===== src/rtl/div_pkg.sv =====
// Shared types for the restoring divider: FSM state encoding.
package div_pkg;

  typedef enum logic [1:0] {
    IDLE = 2'd0,
    CALC = 2'd1,
    DONE = 2'd2
  } div_state_t;

endpackage


===== src/rtl/div_step.sv =====
// One restoring-division iteration: shift in the next dividend bit, trial-subtract,
// and keep the difference only when it did not borrow.
module div_step #(
  parameter int WIDTH = 4
) (
  input  logic [WIDTH:0]   a,
  input  logic             q_msb,
  input  logic [WIDTH-1:0] d,
  output logic [WIDTH:0]   a_next,
  output logic             q_bit
);

  logic [WIDTH:0] s;
  logic [WIDTH:0] t;
  logic           unused_a_msb;

  // The partial remainder is always below the divisor, so its top bit never carries data.
  assign unused_a_msb = a[WIDTH];

  always_comb begin
    s      = {a[WIDTH-1:0], q_msb};
    t      = s - {1'b0, d};
    a_next = t[WIDTH] ? s : t;
    q_bit  = ~t[WIDTH];
  end

endmodule


===== src/rtl/restoring_divider_n.sv =====
// Multi-cycle unsigned restoring divider with valid/ready handshakes on both sides;
// one quotient bit per cycle, zero divisor short-circuits straight to the result.
module restoring_divider_n #(
  parameter int WIDTH = 4,
  parameter int CNT_W = $clog2(WIDTH + 1)
) (
  input  logic             clk,
  input  logic             reset,
  input  logic             in_valid,
  output logic             in_ready,
  input  logic [WIDTH-1:0] dividend,
  input  logic [WIDTH-1:0] divisor,
  output logic             out_valid,
  input  logic             out_ready,
  output logic [WIDTH-1:0] quotient,
  output logic [WIDTH-1:0] remainder,
  output logic             div_by_zero,
  output logic             busy
);

  import div_pkg::*;

  localparam logic [CNT_W-1:0] LAST_ITER = CNT_W'(WIDTH - 1);

  div_state_t       state_q, state_n;
  logic [WIDTH:0]   a_q;
  logic [WIDTH-1:0] q_q;
  logic [WIDTH-1:0] d_q;
  logic [CNT_W-1:0] cnt_q;

  logic [WIDTH:0]   a_next;
  logic             q_bit;
  logic [WIDTH-1:0] q_next;

  div_step #(.WIDTH(WIDTH)) u_step (
    .a      (a_q),
    .q_msb  (q_q[WIDTH-1]),
    .d      (d_q),
    .a_next (a_next),
    .q_bit  (q_bit)
  );

  assign q_next = {q_q[WIDTH-2:0], q_bit};

  always_comb begin
    state_n   = state_q;
    in_ready  = 1'b0;
    out_valid = 1'b0;
    busy      = 1'b0;
    case (state_q)
      IDLE: begin
        in_ready = 1'b1;
        if (in_valid) state_n = (divisor == '0) ? DONE : CALC;
      end
      CALC: begin
        busy = 1'b1;
        if (cnt_q == LAST_ITER) state_n = DONE;
      end
      DONE: begin
        out_valid = 1'b1;
        if (out_ready) state_n = IDLE;
      end
      default: state_n = IDLE;
    endcase
  end

  always_ff @(posedge clk) begin
    if (reset) begin
      state_q     <= IDLE;
      a_q         <= '0;
      q_q         <= '0;
      d_q         <= '0;
      cnt_q       <= '0;
      quotient    <= '0;
      remainder   <= '0;
      div_by_zero <= 1'b0;
    end else begin
      state_q <= state_n;
      case (state_q)
        IDLE: begin
          if (in_valid) begin
            q_q   <= dividend;
            d_q   <= divisor;
            a_q   <= '0;
            cnt_q <= '0;
            // A zero divisor never iterates; the result is fixed at accept time.
            if (divisor == '0) begin
              quotient    <= '1;
              remainder   <= dividend;
              div_by_zero <= 1'b1;
            end
          end
        end
        CALC: begin
          a_q   <= a_next;
          q_q   <= q_next;
          cnt_q <= cnt_q + 1'b1;
          if (cnt_q == LAST_ITER) begin
            quotient    <= q_next;
            remainder   <= a_next[WIDTH-1:0];
            div_by_zero <= 1'b0;
          end
        end
        default: ;
      endcase
    end
  end

endmodule


===== config.mk =====
export PLATFORM = sky130hd
export DESIGN_NAME = restoring_divider_n
export DESIGN_NICKNAME = d
export VERILOG_FILES = /design/src/rtl/div_pkg.sv /design/src/rtl/div_step.sv /design/src/rtl/restoring_divider_n.sv
export SDC_FILE = /design/constraint.sdc
export NUM_CORES = 1
export LEC_CHECK = 0
export BUFFER_PORTS_ARGS = -buffer_cell sky130_fd_sc_hd__buf_2
export CORE_MARGIN = 3
export CORE_UTILIZATION = 50
export DETAILED_ROUTE_END_ITERATION = 6
export PLACE_DENSITY = 0.81
export SLEW_MARGIN = 40
export SYNTH_ARGS = -nofsm -noshare
export SYNTH_HDL_FRONTEND = slang
export SYNTH_SLANG_ARGS = --single-unit

===== constraint.sdc =====
create_clock -name clk -period 6.03 [get_ports clk]
set_input_delay 1.206 -clock clk [delete_from_list [all_inputs] [get_ports clk]]
set_output_delay 1.206 -clock clk [all_outputs]
set_load 0.005 [all_outputs]

==> impl_metrics.json, run 1 <==
{
  "run_status": "finished clean",
  "synth_fp_nets": 178,
  "mostFrequentLayoutCells": "nor2_1 (41), dfxtp_1 (26), buf_2 (23)",
  "hold_violations": 0,
  "report.final.slew_viol_count": 0,
  "slew_headroom_pct": 64.9,
  "coreArea_mm2": 0.00250,
  "antenna_found_initial": 0,
  "row_count": 18,
  "hp-class": "reg -> reg",
  "clk_latency_ns": 0.32,
  "stdcell_area_mm2": 0.00147,
  "required_ns": 4.82,
  "fillCellCount": 228,
  "ys_seq_area_share_pct": 39.1,
  "final_util_pct": 58.8,
  "cts_max_level": 1,
  "diodes": 0,
  "use_met3_pct": 2.26,
  "cts.sinks": 26,
  "power_density_mw_per_mm2": 287,
  "routabilityCongestion": 0.755,
  "finalSetupViolCount": 0,
  "layout.nets": 196,
  "fin_tns_setup_ns": 0,
  "pre_cts_ws_ns": 3.33,
  "crit-reg2reg-launch": "q_q[3]",
  "syn_inst": 159,
  "die_x_um": 57.6,
  "wl_per_cell_um": 13.4,
  "ant_nets": 0,
  "synth.area.top_cells": "dfxtp_1 (39%), nor2_1 (12%), ha_1 (5.6%)",
  "totalWireLength_mm": 2.75,
  "ctsLongestPathBuffers": 2,
  "peakVddDrop_v": 0.000211,
  "yosysWarningCount": 0,
  "synth_edf_count": 0,
  "setup_ws_ns": 3.04,
  "netlist_area_mm2": 0.00133,
  "final_common_cell": "nor2_1",
  "worstPathMaxFanout": 15,
  "postCtsSetupBuffers": 0,
  "busiest_layer": "met2",
  "io-pin-count": 24,
  "rsz0062_at_grt": "no",
  "synth_ff_type": "dfxtp_1",
  "fin_crit_ns": 2.99,
  "crit_path_start": "state_q[0]",
  "cts_tree": "yes",
  "clk_pin_slew_ns": 0.15,
  "period_share_pct": 49.6,
  "syn-mean-instance-area_um2": 8.36,
  "viasPerCell": 5.51,
  "worstPathArrival_ns": 1.79,
  "cts_resized": 0,
  "worst_hold_slack_ns": 0.507,
  "layout-drive-gt1-share_pct": 20.5,
  "grt_util_all_layers_pct": 17.4,
  "root_buffer": "clkbuf_4",
  "dieArea_mm2": 0.00331,
  "cp-start-kind": "flip-flop",
  "layout.cells.non_filler": 206,
  "drc": 0,
  "vias": 1135,
  "async_flop_share_pct": 0,
  "die_h_um": 57.6,
  "grt_max_degree": 27,
  "cts_buffers": 3,
  "ys_seq_elements": 26,
  "cellLeakagePower_nw": 0.625,
  "clock_skew_ns": 0.00458,
  "initial_core_util_pct": 53.2,
  "grt.overflow.total": 0,
  "synth.distinct_cells": 35,
  "synth_top_area_share_pct": 39.1,
  "grt_pass1_vias": 1051,
  "io_buffers": 23,
  "grt_util_met2_pct": 28.5,
  "placedCellCount": 202,
  "area_growth_pct": 10.4,
  "max_freq_mhz": 334,
  "hold_start": "remainder[0]",
  "cap_violations": 0,
  "dpl_cell_area_mm2": 0.00143,
  "grt_pass1_wl_mm": 4.57,
  "p_total_mw": 0.422,
  "drt-pass1-iter-count": 4,
  "critPathKind": "reg -> out",
  "cp-end-kind": "primary output",
  "yosysTopAreaCell": "dfxtp_1",
  "ctsHoldBuffers": 0,
  "dr.first_iter.drc_count": 57,
  "worst_pin_slew_ns": 0.524,
  "met1_usage_pct": 22.5,
  "dp_hpwl_mm": 2.11
}
logic make-up (layout without fill, tap and decap cells):
logic type / count (synthesis) / in the layout / share of synthesized area, %
adders and majority gates: 7 / 7 / 7.15
and+or+nand+nor: 72 / 72 / 25.2
buffers and inverters: 17 / 34 / 5.74
muxes: 4 / 4 / 3.39
DFF: 26 / 26 / 39.1
AOI/OAI and AO/OA: 31 / 31 / 16.7
xor gates and xnor gates: 2 / 2 / 2.73
layout make-up:
cell class	count	area (um2)	share of cell area (%)
Multi-Input combinational cell	116	733	49.9
Sequential cell	26	520	35.4
Timing Repair Buffer	23	115	7.84
Tap cell	30	37.5	2.56
Clock buffer	4	36.3	2.47
Inverter	7	26.3	1.79
cells in the mapped netlist (all sizes together) (3+ instances only):
cell type and count:
nor3 7, inv 7, clkbuf 6, ha 6
dfxtp 26, mux2i 3, nand2 10, a311oi 4
a21oi 15, a211oi 5, buf 4, nor2b 3
nand2b 8, nor2 41
per-layer routing:
| metal | share of wire (%) | vias to the layer above |
|---|---|---|
| li1 | - | 571 |
| met1 | 43 | 534 |
| met2 | 52 | 26 |
| met3 | 4.1 | 4 |
| met4 | 1.2 | 0 |
| met5 | 0 | - |
state kept, by name (all words and copies together) (netlist names):
| name | cells |
|---|---|
| a_q | 4 |
| d_q | 4 |
| q_q | 4 |
| quotient | 4 |
| remainder | 4 |
| cnt_q | 3 |
| state_q | 2 |
| div_by_zero | 1 |
worst max-delay path: stages (launching register included):
cell	delay, ns
dfxtp_1	0.65
nand2b_1	0.26
inv_1	0.36
buf_2	0.19
power breakdown:
| group | switching (mW) | internal [mW] | total, mW |
|---|---|---|---|
| Sequential | 0.0160 | 0.189 | 0.205 |
| Clock | 0.0535 | 0.0369 | 0.0904 |
| Combinational | 0.0700 | 0.0558 | 0.126 |
| Total | 0.139 | 0.282 | 0.422 |
worst paths after layout:
kind | to | slack, ns | cells past startpoint
min | remainder[0] | 0.51 | 2
min reg2reg | remainder[0] | 0.51 | 2
max reg2reg | remainder[3] | 3.74 | 9
max | busy | 3.04 | 3
Power figures use the tool's default switching activity.
==> inputs of run 2 (changes only) <==
--- a/config.mk
+++ b/config.mk
@@ -7,9 +7,9 @@
 export LEC_CHECK = 0
 export BUFFER_PORTS_ARGS = -buffer_cell sky130_fd_sc_hd__buf_2
 export CORE_MARGIN = 3
-export CORE_UTILIZATION = 50
+export CORE_UTILIZATION = 49
 export DETAILED_ROUTE_END_ITERATION = 6
-export PLACE_DENSITY = 0.81
+export PLACE_DENSITY = 0.82
 export SLEW_MARGIN = 40
 export SYNTH_ARGS = -nofsm -noshare
 export SYNTH_HDL_FRONTEND = slang
==> constraint.sdc (replaced) <==
create_clock -name clk -period 2.5 [get_ports clk]
set_input_delay 0.5 -clock clk [delete_from_list [all_inputs] [get_ports clk]]
set_output_delay 0.5 -clock clk [all_outputs]
set_load 0.005 [all_outputs]
==> run 2 against run 1 <==
Die area grew 1.8%. Worst setup slack lost 2.9 ns. Utilization grew 0.12 points. Critical endpoint is now remainder[3].
==> impl_metrics.json, run 2 (same netlist as run 1, synthesis figures left out) <==
{
  "ant_nets": 0,
  "clk_latency_ns": 0.34,
  "dieArea_mm2": 0.00338,
  "grt.overflow.total": 0,
  "vias": 1119,
  "grt_max_degree": 27,
  "run_status": "finished clean",
  "report.final.slew_viol_count": 0,
  "coreArea_mm2": 0.00252,
  "dp_hpwl_mm": 2.13,
  "cts.sinks": 26,
  "hold_violations": 0,
  "layout-drive-gt1-share_pct": 20.5,
  "setup_ws_ns": 0.167,
  "layout.nets": 196,
  "worstPathMaxFanout": 8,
  "period_share_pct": 93.3,
  "worst_pin_slew_ns": 0.567,
  "pre_cts_ws_ns": 0.197,
  "cellLeakagePower_nw": 0.631,
  "cp-end-kind": "flip-flop",
  "critPathKind": "reg -> reg",
  "initial_core_util_pct": 52.7,
  "drt-pass1-iter-count": 4,
  "row_count": 18,
  "clk_pin_slew_ns": 0.14,
  "mostFrequentLayoutCells": "nor2_1 (41), dfxtp_1 (26), buf_2 (23)",
  "worst_hold_slack_ns": 0.390,
  "wl_per_cell_um": 13.3,
  "ff2ff_path_depth": 9,
  "grt_pass1_vias": 1073,
  "antenna_found_initial": 0,
  "drc": 0,
  "finalSetupViolCount": 0,
  "hold_start": "divisor[1]",
  "ctsLongestPathBuffers": 2,
  "fillCellCount": 232,
  "routabilityCongestion": 0.795,
  "viasPerCell": 5.43,
  "placedCellCount": 202,
  "fin_crit_ns": 2.33,
  "required_ns": 2.70,
  "multi_input_area_um2": 733,
  "final_common_cell": "nor2_1",
  "postCtsSetupBuffers": 0,
  "area_growth_pct": 11.7,
  "clock_skew_ns": 0.00480,
  "reg2reg_slack_ns": 0.17,
  "rsz0062_at_grt": "no",
  "cts_tree": "yes",
  "cp-start-kind": "flip-flop",
  "grt_pass1_wl_mm": 4.64,
  "hold_end": "d_q[1]",
  "cap_violations": 0,
  "r2r_end": "remainder[3]",
  "die_h_um": 58.1,
  "grt_util_all_layers_pct": 18.0,
  "dr.first_iter.drc_count": 49,
  "cts_resized": 0,
  "io-pin-count": 24,
  "fin_tns_setup_ns": 0,
  "slew_headroom_pct": 61.9,
  "hp-class": "in -> reg",
  "ctsHoldBuffers": 0,
  "max_freq_mhz": 429,
  "die_x_um": 58.1,
  "whs_path_depth": 3,
  "crit-reg2reg-launch": "q_q[3]",
  "totalWireLength_mm": 2.73,
  "final-seq-area_um2": 520,
  "power_density_mw_per_mm2": 737,
  "cts_buffers": 3,
  "layout.cells.non_filler": 206,
  "io_buffers": 23,
  "worstPathArrival_ns": 2.54,
  "cts_max_level": 1,
  "peakVddDrop_v": 0.000671,
  "diodes": 0,
  "root_buffer": "clkbuf_4"
}
==> run 2: cell count changes in the layout (fill, tap and decap cells not counted) <==
cell	previous run	this run
bufinv_16	0	1
clkbuf_8	1	0
==> run 2: final cells by class <==
class	instances	area share, %
Clock buffer	3	1.52
Inverter	7	1.77
Timing Repair Buffer	23	7.75
Tap cell	30	2.53
Multi-Input combinational cell	116	49.4
Clock inverter	1	2.02
Sequential cell	26	35.0
==> run 2: per-layer routing <==
metal / vias to the layer above / share of wire (%) / GRT usage (%)
li1: 567 / - / -
met1: 524 / 43 / 21.3
met2: 22 / 51 / 30.5
met3: 6 / 4.5 / 5.35
met4: 0 / 1.6 / 6.95
met5: - / 0 / 0
==> run 2: critical path, stage by stage (launching register included) <==
cell and delay [ns]:
dfxtp_1 0.38, inv_1 0.07, ha_1 0.21, fa_1 0.40, nand2b_4 0.17, a21oi_4 0.18, xor2_4 0.27, mux2_4 0.33
nand2_2 0.08, a311oi_2 0.09
==> run 2: worst max-delay path by stage <==
stage               cells past startpoint    from  slack [ns]           end
CTS                                     9  q_q[3]        0.16  remainder[3]
finish                                  9  q_q[3]        0.17  remainder[3]
global route                            9  q_q[3]        0.03  remainder[3]
global placement                        9  q_q[3]        0.33  remainder[3]
detailed placement                      9  q_q[3]        0.20  remainder[3]
floorplan                               9  q_q[3]        0.41  remainder[3]
==> run 2: power breakdown <==
part / internal (mW) / switching [mW]
clock: 0.163 / 0.131
sequential: 0.457 / 0.0370
combinational: 0.135 / 0.172
==> run 2: through the flow <==
step	area, um2	utilization, %	power (mW)
floorplan	1330	-	0.739
global placement	1430	56.8	0.793
detailed placement	1430	56.8	0.809
CTS	1490	58.9	1.10
global route	1490	58.9	1.16
finish	1490	58.9	1.09
